<file path="config.mk">
export PLATFORM = sky130hd
export DESIGN_NAME = corescore_uart_tx
export DESIGN_NICKNAME = d
export VERILOG_FILES = /design/src/rtl/corescore_uart_tx.sv
export SDC_FILE = /design/constraint.sdc
export NUM_CORES = 1
export LEC_CHECK = 0
export CORE_UTILIZATION = 65
export CTS_BUF_LIST = sky130_fd_sc_hd__clkbuf_8
export CTS_CLUSTER_DIAMETER = 200
export CTS_CLUSTER_SIZE = 24
export DETAILED_ROUTE_END_ITERATION = 8
export DONT_BUFFER_PORTS = 1
export GPL_TIMING_DRIVEN = 0
export PLACE_DENSITY = 0.8
export SLEW_MARGIN = 25
export SYNTH_ARGS = -nofsm -noshare
export SYNTH_HDL_FRONTEND = slang
export SYNTH_SLANG_ARGS = --single-unit
</file>
<file path="constraint.sdc">
create_clock -name i_clk -period 2.65 [get_ports i_clk]
set_input_delay 0.265 -clock i_clk [delete_from_list [all_inputs] [get_ports i_clk]]
set_output_delay 0.265 -clock i_clk [all_outputs]
set_load 0.02 [all_outputs]
</file>
<file path="src/rtl/corescore_uart_tx.sv">
// corescore_uart_tx
//   8N1 UART transmitter fed by an AXI4-Stream byte source. It optionally
//   appends CR LF after every byte accepted with tlast, so collected text
//   reaches the host terminal line by line.
//
// Parameters
//   clk_freq_hz : frequency of i_clk in Hz
//   baud_rate   : serial bit rate; DIV = clk_freq_hz / baud_rate (must be >= 2)
//   append_eol  : 1 = send 0x0D, 0x0A after each tlast byte
//
// Ports
//   i_clk     : clock
//   i_rst     : synchronous active-high reset
//   i_tdata   : byte to transmit
//   i_tlast   : end of message (used only when append_eol = 1)
//   i_tvalid  : upstream byte valid
//   o_tready  : block can accept a byte (idle, no EOL pending)
//   o_uart_tx : serial line, idle high, registered
//   o_busy    : frame or EOL sequence in progress
module corescore_uart_tx #(
  parameter int clk_freq_hz = 16000000,
  parameter int baud_rate   = 57600,
  parameter bit append_eol  = 1'b0
) (
  input  logic       i_clk,
  input  logic       i_rst,
  input  logic [7:0] i_tdata,
  input  logic       i_tlast,
  input  logic       i_tvalid,
  output logic       o_tready,
  output logic       o_uart_tx,
  output logic       o_busy
);

  localparam int              DIV      = clk_freq_hz / baud_rate;
  localparam int              CNT_W    = (DIV > 2) ? $clog2(DIV) : 1;
  localparam logic [CNT_W-1:0] DIV_LAST = CNT_W'(DIV - 1);
  localparam logic [7:0]      EOL_CR   = 8'h0D;
  localparam logic [7:0]      EOL_LF   = 8'h0A;

  generate
    if (DIV < 2) begin : g_div_check
      $error("corescore_uart_tx: clk_freq_hz / baud_rate must be at least 2");
    end
  endgenerate

  typedef enum logic [1:0] {
    IDLE  = 2'd0,
    START = 2'd1,
    DATA  = 2'd2,
    STOP  = 2'd3
  } state_t;

  state_t           state_q, state_d;
  logic [CNT_W-1:0] baud_q, baud_d;
  logic [2:0]       bit_q, bit_d;
  logic             eol_req_q, eol_req_d;
  logic [1:0]       pend_q, pend_d;
  logic [7:0]       shift_q, shift_d;
  logic             tx_q, tx_d;
  logic             accept;
  logic             bit_end;

  assign o_tready  = (state_q == IDLE) && (pend_q == 2'd0) && !i_rst;
  assign o_busy    = (state_q != IDLE) || (pend_q != 2'd0);
  assign o_uart_tx = tx_q;
  assign accept    = i_tvalid && o_tready;
  assign bit_end   = (baud_q == DIV_LAST);

  // Next-state: the baud counter restarts on every bit boundary, so frames
  // never accumulate drift. pend_q counts EOL bytes not yet completed: it is
  // 2 while CR is on the line and 1 while LF is on the line.
  always_comb begin
    state_d   = state_q;
    baud_d    = baud_q;
    bit_d     = bit_q;
    eol_req_d = eol_req_q;
    pend_d    = pend_q;
    shift_d   = shift_q;
    case (state_q)
      IDLE: begin
        baud_d = '0;
        if (accept) begin
          shift_d   = i_tdata;
          eol_req_d = append_eol && i_tlast;
          bit_d     = 3'd0;
          state_d   = START;
        end
      end
      START: begin
        if (bit_end) begin
          baud_d  = '0;
          state_d = DATA;
        end else begin
          baud_d = baud_q + CNT_W'(1);
        end
      end
      DATA: begin
        if (bit_end) begin
          baud_d  = '0;
          shift_d = {1'b0, shift_q[7:1]};
          bit_d   = bit_q + 3'd1;
          if (bit_q == 3'd7) begin
            state_d = STOP;
          end
        end else begin
          baud_d = baud_q + CNT_W'(1);
        end
      end
      STOP: begin
        if (bit_end) begin
          baud_d = '0;
          if (eol_req_q) begin
            eol_req_d = 1'b0;
            pend_d    = 2'd2;
            shift_d   = EOL_CR;
            state_d   = START;
          end else if (pend_q == 2'd2) begin
            pend_d  = 2'd1;
            shift_d = EOL_LF;
            state_d = START;
          end else begin
            pend_d  = 2'd0;
            state_d = IDLE;
          end
        end else begin
          baud_d = baud_q + CNT_W'(1);
        end
      end
      default: state_d = IDLE;
    endcase
    // Line level is registered from the next state so the start bit
    // appears in the cycle right after the accepting edge.
    if (state_d == START) begin
      tx_d = 1'b0;
    end else if (state_d == DATA) begin
      tx_d = shift_d[0];
    end else begin
      tx_d = 1'b1;
    end
  end

  // Control registers
  always_ff @(posedge i_clk) begin
    if (i_rst) begin
      state_q   <= IDLE;
      baud_q    <= '0;
      bit_q     <= 3'd0;
      eol_req_q <= 1'b0;
      pend_q    <= 2'd0;
      tx_q      <= 1'b1;
    end else begin
      state_q   <= state_d;
      baud_q    <= baud_d;
      bit_q     <= bit_d;
      eol_req_q <= eol_req_d;
      pend_q    <= pend_d;
      tx_q      <= tx_d;
    end
  end

  // Data register: only meaningful after a load, so it carries no reset
  always_ff @(posedge i_clk) begin
    shift_q <= shift_d;
  end

endmodule

</file>
After elaboration in Yosys (flattened, before gate mapping):

Index checks and enable logic that the tools add are counted.

* memory bits (writable): 0
* output and inout port bits: 3
* logic and storage cells: 64
* memories kept: 0
* register bits: 26
* bits in read-only memories: 0
* bits in latches: 0
* bits of input ports: 12

* $mul: 0
* order comparisons: 0
* shifts and indexed selects: 0
* div/mod/pow operators: 0
* muxes and demuxes: 25
* equality and inequality tests: 12
* bitwise logic cells: 0
* $add $sub $neg: 2
* reduce and logical (&&, ||, !) cells: 17

Operator list (number)
* 8-bit 2-to-1 mux: 5
* 8-bit one-hot mux with 3 select lines: 1
* 9-bit one-hot mux with 2 select lines: 1
* 2-bit 2-to-1 mux: 6
* 9-bit by 1-bit adder with 9-bit output, second input constant: 1
* 9-bit == test, second input constant: 1
* 9-bit 2-to-1 mux: 1
* 2-bit == test, second input constant: 4
* 2-bit one-hot mux with 4 select lines: 1
* 2-bit nonzero test: 4
* 1-bit 2-to-1 mux: 6
* 3-bit 2-to-1 mux: 2
* 2-bit != test, second input constant: 3
* 3-bit one-hot mux with 2 select lines: 1
* 3-bit AND reduction: 2
* 5-bit AND reduction: 1
* 2-bit by 1-bit == test with 1-bit output, second input constant: 2
* 2-bit logical NOT: 2
* 3-bit by 1-bit adder with 3-bit output, second input constant: 1
* 3-bit == test, second input constant: 1
* 1-bit logical AND: 3
* 3-bit != test, second input constant: 1
* 3-bit nonzero test: 1
* 3-bit OR reduction: 1
* other kinds (4): 4

Longest topological paths before layout:

Gate-level depths: netlist of the first run.

* depth after elaboration: 9
* gate-level depth with buffers: 8
* mapped depth without buffers: 6

Worst setup path before layout of the first run:

No wires, ideal clock.

* kind: register to register
* start: register baud_q[0]
* end: register shift_q[1], enable pin
* cell stages (with the launch flop): 7
* required time: 2277 ps
* period minus slack after synthesis: 1683 ps
* path slack: 967 ps
* arrival: 1310 ps
* path buffers: 1
* path through: dfxtp_1 > inv_1 > ha_1 > and4bb_1 > buf_6 > nand3_1 > a21oi_1

* longest elaborated chain between the ends: 3
* elaborated cells between the ends (all ways): 4
* classes of those cells: eq/ne: 3; reduce/logical: 1

Ends and longest elaborated chain
* start, declared: line 55 `logic [CNT_W-1:0] baud_q, baud_d;`
* start signal, assigned: line 154 `baud_q <= baud_d;`
* 9-bit == test (*): line 68 `assign bit_end = (baud_q == DIV_LAST);`
* 2-bit != test (no source line)
* 5-bit AND reduction (no source line) (*)
* end signal, assigned: line 164 `shift_q <= shift_d;`
* end, declared: line 59 `logic [7:0] shift_q, shift_d;`

Mark *: on every way between the ends. The rest lies on a longest branch, timed or not.
A chain may end at the register's enable or synchronous reset.

Worst setup path after layout of the first run:

* start: register baud_q[0]
* end: register shift_q[4], enable pin

Same word-level chain as after synthesis.

==> metrics.yaml, run 1 <==
busiest_layer: "met2"
slew_headroom: 0.547
die_h_um: 44.2
drt_iter0_markers: 27
met1_usage: 0.288
rows: 14
crit_path_start_kind: "register"
ctsHoldBuffers: 0
first_global_vias: 779
num_vias: 823
hold_start: "i_tdata[0]"
dr.pass1.iters: 6
dp_hpwl_mm: 1.45
fp.dieW_um: 44.2
grt_use_met3: 0.0735
synthArstFlopShare: 0
required_ps: 2560
clockBufferDepth: 2
setup_viol: 0
viasPerCell: 5.56
r2r_start: "baud_q[0]"
ys_seq_area_frac: 0.457
use_met2: 0.421
drcViolationCount: 1
critPathLaunch: "baud_q[0]"
area_growth_syn_to_layout_pct: 6.80
rsz0062_at_grt: "false"
violations: "design-rule violations"
fin_crit_sh: 0.720
antenna_found_initial: 0
cts_max_level: 1
maxCapViolations: 0
synth-edff-count: 7
finalCriticalPeriod_ps: 1910
p_leak_nw: 0.444
grt_overflow_total: 0
drt-wirelength-per-cell_um: 14.3
portBuffers: 0
fin_setup_tns_ps: 0
syn_avg_cell_area_um2: 9.67
yosys_warnings: 0
cts_sinks: 23
cp.arrival_ps: 1820
endpoint_kind: "register"
slowest_delay_ps: 550
fp.coreArea_mm2: 0.00159
diodes: 0
place_congestion: 0.850
clkTransAtPathRegs_ps: 80
dp_cells: 144
cts_tree: "built"
worst_pin_slew_ps: 680
die_area_mm2: 0.00196
power_density_mw_per_mm2: 525
synth_cell_types: 32
grt_max_degree: 15
ys_ff_latch: 23
post-cts-setup-buffers: 0
final_util: 0.777
syn-cell-area_mm2: 0.00116
drive_above_1_share: 0.113
status: "complete, but fails checks"
root_buffer: "clkbuf_8"
ant_nets: 0
syn_nets: 136
final.fill_count: 116
stdcell_count: 148
synth.area.top_cells: "dfxtp_1, edfxtp_1, a22o_1, nor2_1, ha_1"
cts_resized: 0
synth-main-ff-cell: "dfxtp_1"
grt_pass1_wl_mm: 3.35
grt_use_total: 0.242
total_power_w: 0.000650
synthCells: 120
dp_slack_ps: 722
ir_worst_vdd_v: 0.000532
totalWireLength_mm: 2.12
start_util: 0.728
cp_max_fo: 9
fmax_mhz: 524
crit_path_cell_trace: "inv_1, ha_1, and4bb_1, buf_6, nand3_1, a21oi_1"
synth_top_area_share: 0.276
hold_violations: 0
clk_latency_ps: 270
nNetsFinal: 141
yosysTopAreaCell: "dfxtp_1"
layout_setup_ws_ps: 742
skew_ps: 1.63
numCtsBuffers: 3
criticalPathCategory: "register to register"
hold_class: "primary input to register"
slowest_stage: "a21oi_1"
num_io_pins: 15
maxSlewViolCount: 0
-- worst paths after layout --
| path | to | depth (start not counted) | slack (ps) |
|---|---|---|---|
| setup reg to reg | shift_q[4] | 6 | 740 |
| hold reg to reg | bit_q[1] | 2 | 480 |
| hold / removal | shift_q[0] | 2 | 120 |
| setup / recovery | shift_q[4] | 6 | 740 |
-- cells in the mapped netlist (2+ instances only) --
| master | count |
|---|---|
| dfxtp_1 | 16 |
| nor2_1 | 15 |
| nand2_1 | 8 |
| a22o_1 | 7 |
| edfxtp_1 | 7 |
| nand2b_1 | 6 |
| nand3_1 | 6 |
| a21oi_1 | 5 |
| xnor2_1 | 5 |
| ha_1 | 4 |
| nor2b_1 | 4 |
| inv_1 | 3 |
| nor3_1 | 3 |
| o21ai_0 | 3 |
| xor2_1 | 3 |
| a211oi_1 | 2 |
| a31oi_1 | 2 |
| and4bb_1 | 2 |
| buf_2 | 2 |
| buf_4 | 2 |
| buf_6 | 2 |
| clkbuf_1 | 2 |
| o2bb2ai_1 | 2 |
-- through the flow --
| stage | hold slack [ps] | area, um^2 |
|---|---|---|
| finish | 124 | 1240 |
| floorplan | 386 | 1160 |
| detailed placement | 396 | 1190 |
| global placement | 392 | 1190 |
| CTS | 123 | 1240 |
| global route | 119 | 1240 |
-- final cells by class --
| type | count | area (um^2) | share of cell area |
|---|---|---|---|
| clock inverter | 1 | 7.51 | 0.00606 |
| multi-input combinational | 86 | 563 | 0.455 |
| inverter | 3 | 11.3 | 0.00909 |
| clock buffer | 3 | 41.3 | 0.0333 |
| buffer | 8 | 55.1 | 0.0444 |
| sequential | 23 | 531 | 0.428 |
| tap | 24 | 30.0 | 0.0242 |
-- power by group --
group          leakage (nW)  internal [W]  switching [W]
sequential            0.196      0.000374     0.00000783
combinational         0.226     0.0000171      0.0000279
clock                0.0217      0.000107       0.000117
total                 0.444      0.000497       0.000153
-- registers in the layout, indices dropped and copies added (netlist names) --
name       flops
bit_q          3
baud_q         9
shift_q        8
o_uart_tx      1
state_q        2
-- logic make-up (layout without fill, tap and decap cells) --
family,after synthesis,after routing,synth area share
simple gates,51,51,0.242
compound gates,23,23,0.140
flops,23,23,0.457
buf+inv,11,15,0.0572
xor+xnor,8,8,0.0604
fa+ha+maj,4,4,0.0432
-- layout by cell type (no fill, tap or decap), drive strengths merged, types with 6 or more instances in the layout --
cell,synthesis,routed
nand2,8,8
dfxtp,16,16
a22o,7,7
buf,6,6
nand3,6,6
nand2b,6,6
nor2,15,15
edfxtp,7,7
-- metal layers --
layer	part of all wire	vias up
met1	0.46	375
met5	0	-
met3	0.044	4
li1	-	423
met4	0.010	0
met2	0.49	21
-- critical path: cells and delay by family (launching register included) --
family                   cells  cell delay, ps
AND/OR/NAND/NOR              2             310
flip-flops                   1             350
adder cells (fa/ha/maj)      1             140
AO/OA/AOI/OAI                1             550
buffers and inverters        2             200
Power figures use the tool's default switching activity.
==> run 2, diff against run 1 <==
--- a/config.mk
+++ b/config.mk
@@ -5,14 +5,14 @@
 export SDC_FILE = /design/constraint.sdc
 export NUM_CORES = 1
 export LEC_CHECK = 0
-export CORE_UTILIZATION = 65
+export CORE_UTILIZATION = 58
 export CTS_BUF_LIST = sky130_fd_sc_hd__clkbuf_8
 export CTS_CLUSTER_DIAMETER = 200
 export CTS_CLUSTER_SIZE = 24
 export DETAILED_ROUTE_END_ITERATION = 8
 export DONT_BUFFER_PORTS = 1
 export GPL_TIMING_DRIVEN = 0
-export PLACE_DENSITY = 0.8
+export PLACE_DENSITY = 0.75
 export SLEW_MARGIN = 25
 export SYNTH_ARGS = -nofsm -noshare
 export SYNTH_HDL_FRONTEND = slang
==> constraint.sdc (replaced) <==
create_clock -name i_clk -period 1.7 [get_ports i_clk]
set_input_delay 0.17 -clock i_clk [delete_from_list [all_inputs] [get_ports i_clk]]
set_output_delay 0.17 -clock i_clk [all_outputs]
set_load 0.02 [all_outputs]
==> run 2 against run 1 <==
  * Total power grew 53%
  * Maximum frequency rose by 17%
  * Largest power group unchanged
  * Combinational power is 66% higher
  * The run now ends clean
  * Sequential share of layout area shrank 0.49 points
  * Highest routed layer unchanged
  * Hold slack got worse by 91 ps
==> metrics.yaml, run 2 (synthesized netlist as in run 1, its figures left out) <==
criticalPathCategory: "register to register"
cts_tree: "built"
drive_above_1_share: 0.144
fmax_mhz: 615
start_util: 0.644
totalWireLength_mm: 2.12
drcViolationCount: 0
dp_slack_ps: -273
rows: 15
power_density_mw_per_mm2: 787
die_h_um: 46.7
hold_class: "primary input to register"
root_buffer: "clkbuf_8"
cp_max_fo: 9
place_congestion: 0.790
numCtsBuffers: 3
worst_pin_slew_ps: 419
layout_setup_ws_ps: 73.2
drt_iter0_markers: 19
die_area_mm2: 0.00218
hold_violations: 0
ctsHoldBuffers: 0
multiInputGateArea_um2: 579
crit_top_cell: "buf_6"
fp.coreArea_mm2: 0.00180
required_ps: 1720
portBuffers: 0
grt_use_total: 0.226
viasPerCell: 5.71
slowest_delay_ps: 350
dp_hpwl_mm: 1.53
cts_sinks: 23
num_vias: 857
reg_top3: "baud_q x9, shift_q x8, bit_q x3"
first_global_vias: 789
setup_viol: 0
clkTransAtPathRegs_ps: 80
dr.pass1.iters: 4
seqCellArea_um2: 536
drt-wirelength-per-cell_um: 14.1
grt_max_degree: 13
final_cell_mix: "nor2_1, dfxtp_1, nand2_1"
endpoint_kind: "register"
grt_pass1_wl_mm: 3.39
largest_reg_flops: 9
final.fill_count: 149
area_growth_syn_to_layout_pct: 9.06
crit_path_cell_trace: "inv_1, ha_1, and4bb_1, buf_6, and3_1, buf_6, a22o_1"
diodes: 0
cp.arrival_ps: 1650
status: "completed"
rsz0062_at_grt: "false"
cts_max_level: 1
grt_overflow_total: 0
clk_latency_ps: 260
p_leak_nw: 0.456
slew_headroom: 0.720
regMostFlops: "baud_q"
layout_commonest_cell: "nor2_1"
fp.dieW_um: 46.7
antenna_found_initial: 0
clockBufferDepth: 2
fin_crit_sh: 0.957
ant_nets: 0
nNetsFinal: 142
finalCriticalPeriod_ps: 1630
crit_path_start_kind: "register"
final_area_mm2: 0.00126
slowest_stage: "dfxtp_2"
num_io_pins: 15
skew_ps: 3.92
maxSlewViolCount: 0
ir_worst_vdd_v: 0.000853
placed_cell_area_mm2: 0.00119
maxCapViolations: 0
==> run 2: through the flow <==
step	util	setup TNS, ps	instances	hold slack (ps)	power [W]
detailed placement	0.661	-1940	145	307	0.000677
floorplan	-	0	120	291	0.000662
finish	0.702	0	150	33.6	0.000995
global placement	0.661	-1260	145	294	0.000673
global route	0.702	0	150	39.8	0.00104
CTS	0.693	0	149	33.9	0.00100
==> run 2: final timing paths <==
| check | startpoint | endpoint | slack [ps] | depth (start not counted) |
|---|---|---|---|---|
| worst min register to register | bit_q[1] | bit_q[1] | 480 | 2 |
| worst max-delay path | baud_q[1] | shift_q[3] | 70 | 7 |
| worst min-delay path | i_tdata[0] | shift_q[0] | 30 | 2 |
| worst max register to register | baud_q[1] | shift_q[3] | 70 | 7 |
==> run 2: power by group <==
| group | switching, W | internal, W |
|---|---|---|
| clock network | 0.000166 | 0.000161 |
| logic | 0.0000456 | 0.0000290 |
| registers | 0.0000116 | 0.000582 |
==> run 2: worst max-delay path: cells and delay by family, from the launching register on <==
kind,cells,cell delay [ps]
simple gates,2,370
compound gates,1,180
fa+ha+maj,1,160
buf+inv,3,320
flops,1,350
==> run 2: repair_timing <==
action / CTS / global route
setup endpoints to repair: 13 / 13
setup buffers: 0 / 1
cloned: 0 / 0
endpoints found under the hold margin: 0 / 0
gates resized for setup: 3 / 3
pin swaps: 0 / 1
==> run 2: layout make-up <==
| cell class | count | share of cell area |
|---|---|---|
| plain buffers | 8 | 0.0435 |
| repair buffers | 1 | 0.00593 |
| inverters | 3 | 0.00890 |
| clock buffers | 3 | 0.0326 |
| well taps | 25 | 0.0247 |
| clock inverters | 1 | 0.00297 |
| flip-flops and latches | 23 | 0.423 |
| multi-input cells | 86 | 0.458 |
==> run 2: routing by layer <==
layer  vias up  wire, um  GRT usage
met1       415       924      0.264
met3         2        88     0.0863
li1        424         -          -
met2        16      1090      0.392
met4         0         8     0.0457
met5         -         0          0
==> run 3, diff against run 2 <==
--- a/config.mk
+++ b/config.mk
@@ -5,6 +5,7 @@
 export SDC_FILE = /design/constraint.sdc
 export NUM_CORES = 1
 export LEC_CHECK = 0
+export ABC_AREA = 1
 export CORE_UTILIZATION = 58
 export CTS_BUF_LIST = sky130_fd_sc_hd__clkbuf_8
 export CTS_CLUSTER_DIAMETER = 200
==> run 3 against run 2 <==
  * Area after synthesis down 0.11%
  * Clock-buffer cell count did not move
  * Die area down 0.11%
  * Clock skew decreased by 1.6 ps
  * Hold slack improved by 80 ps
  * Routed wire length decreased by 6.6%
  * Critical path depth increased by 1
  * Clock power is essentially flat
  * Synthesized cell count up 16%
  * Largest cell class unchanged
  * Highest routed layer unchanged
==> metrics.yaml, run 3 <==
num_io_pins: 15
clkTransAtPathRegs_ps: 80
die_h_um: 46.7
clkPwrFrac: 0.329
grt_use_total: 0.213
nNetsFinal: 161
fin_crit_sh: 0.904
pwr-share-comb: 0.077
viasPerCell: 5.22
synth_cell_types: 23
hold_path_depth: 2
ir_worst_vdd_v: 0.000655
synth-simple-area-share: 0.292
synthTopCellsByCount: "nand2_1, inv_1, nor2_1, dfxtp_1, nand3_1"
maxCapViolations: 0
dp_hpwl_mm: 1.48
area_growth_syn_to_layout_pct: 7.56
synth_most_common_cell: "nand2_1"
fmax_mhz: 651
yosysTopAreaCell: "dfxtp_1"
maxSlewViolCount: 0
layout_commonest_cell: "nand2_1"
post-cts-setup-buffers: 0
synthCells: 139
hold_end: "shift_q[7]"
placed_cell_area_mm2: 0.00119
timing.hold.ws_ps: 113
p_leak_nw: 0.558
dr.pass1.iters: 4
synthArstFlopShare: 0
ys_ff_latch: 23
synth_xor_area_frac: 0.00756
syn_nets: 155
numCtsBuffers: 3
fin_setup_tns_ps: 0
fp.coreArea_mm2: 0.00180
yosys_warnings: 0
crit_path_start_kind: "register"
cts_max_level: 1
rsz0062_at_grt: "false"
p_int_w: 0.000777
final_cell_mix: "nand2_1, inv_1, nor2_1"
final.fill_count: 141
fp.dieW_um: 46.7
regMostFlops: "baud_q"
r2r_end: "shift_q[3]"
syn_avg_cell_area_um2: 8.34
criticalPathCategory: "register to register"
diodes: 0
multiInputGateArea_um2: 534
clockBufferDepth: 2
antenna_found_initial: 0
first_global_vias: 751
slew_headroom: 0.751
synth_top_family_by_area: "simple AND/OR/NAND/NOR gates"
synth_compound_area_frac: 0.119
largest_reg_flops: 9
seqCellArea_um2: 531
total_power_w: 0.00100
cts_sinks: 23
drcViolationCount: 0
hold_class: "primary input to register"
setup_viol: 0
drt_iter0_markers: 14
drive_above_1_share: 0.194
hold_start: "i_tdata[7]"
status: "completed"
r2r_cells: 8
synth_fa_ha_area_frac: 0.0432
hold_violations: 0
synth.area.top_cells: "dfxtp_1, edfxtp_1, nand2_1, inv_1, nor2_1"
cp.arrival_ps: 1500
grt_max_degree: 14
rows: 15
synth_top_area_share: 0.276
ys_seq_area_frac: 0.458
worst_pin_slew_ps: 372
p_sw_w: 0.000223
portBuffers: 0
place_congestion: 0.825
r2r_start: "baud_q[0]"
reg2reg_slack_ps: 160
grt_overflow_total: 0
skew_ps: 2.28
synth-main-ff-cell: "dfxtp_1"
synth_mux_area_frac: 0
ant_nets: 0
reg_top3: "baud_q x9, shift_q x8, bit_q x3"
synth-edff-count: 7
clk_latency_ps: 260
totalWireLength_mm: 1.98
finalCriticalPeriod_ps: 1540
num_vias: 882
final_area_mm2: 0.00125
power_density_mw_per_mm2: 803
cts_tree: "built"
start_util: 0.643
syn-cell-area_mm2: 0.00116
die_area_mm2: 0.00218
cp_max_fo: 8
drt-wirelength-per-cell_um: 11.7
root_buffer: "clkbuf_8"
grt_pass1_wl_mm: 3.08
required_ps: 1670
p_seq_frac: 0.593
endpoint_kind: "register"
swShare: 0.223
==> run 3: changes by cell type in the layout (fill, tap and decap cells not counted), sizes merged, moves of 5 or more <==
cell,delta
nand2,+22
inv,+21
nor2,+8
buf,-7
nand2b,-6
nand3,+5
nor2b,-5
xnor2,-5
==> run 3: critical path, cell delays in order (launching register included) <==
cell     delay, ps
dfxtp_1        340
inv_1           70
ha_1           150
nand2_1        100
nor2_4         170
nand2_4         90
nand2_2        100
o21ai_2         80
inv_2          160
==> run 3: metrics by stage <==
stage,utilization,instances,setup WS (ps)
after floorplan,-,139,226
after global placement,0.660,164,70.6
after detailed placement,0.660,164,54.7
after CTS,0.692,169,41.1
after global routing,0.692,169,41.1
final,0.692,169,163
==> run 3: metal layers <==
layer / vias up / global-route usage / routed length [um]
met3: 5 / 0.0471 / 80
met4: 0 / 0.103 / 36
li1: 455 / - / -
met5: - / 0 / 0
met2: 20 / 0.339 / 914
met1: 402 / 0.271 / 946
==> run 3: cell families (layout without fill, tap and decap cells) <==
family / count (synthesis) / in the layout
adders and majority gates: 4 / 4
DFF: 23 / 23
and+or+nand+nor: 68 / 68
AOI/OAI and AO/OA: 18 / 18
buffers and inverters: 25 / 30
xor gates and xnor gates: 1 / 1
==> run 3: timing repair <==
action                     in CTS  in global routing
resized for setup               0                  1
setup endpoints to repair       0                  7
hold buffers                    1                  0
hold endpoints to repair        3                  0
==> run 3: final cells by class <==
| class | instances | share of cell area |
|---|---|---|
| Timing Repair Buffer | 1 | 0.00803 |
| Clock inverter | 1 | 0.00402 |
| Multi-Input combinational cell | 91 | 0.429 |
| Sequential cell | 23 | 0.426 |
| Tap cell | 25 | 0.0251 |
| Inverter | 25 | 0.0753 |
| Clock buffer | 3 | 0.0331 |
==> run 3: worst max-delay path by stage <==
stage / cells after the start / start / end
after floorplan: 8 / baud_q[0] / shift_q[1]
after global placement: 8 / baud_q[0] / shift_q[5]
after detailed placement: 8 / baud_q[0] / shift_q[4]
after CTS: 8 / baud_q[0] / shift_q[4]
after global routing: 11 / baud_q[0] / o_uart_tx
final: 8 / baud_q[0] / shift_q[3]
==> run 3: power by group through the flow <==
stage               clock network (W)  logic (W)  registers, W
global placement                    0  0.0000719      0.000606
finish                       0.000329  0.0000775      0.000594
floorplan                           0  0.0000631      0.000604
detailed placement                  0  0.0000737      0.000607
global route                 0.000361  0.0000854      0.000596
CTS                          0.000343  0.0000770      0.000594
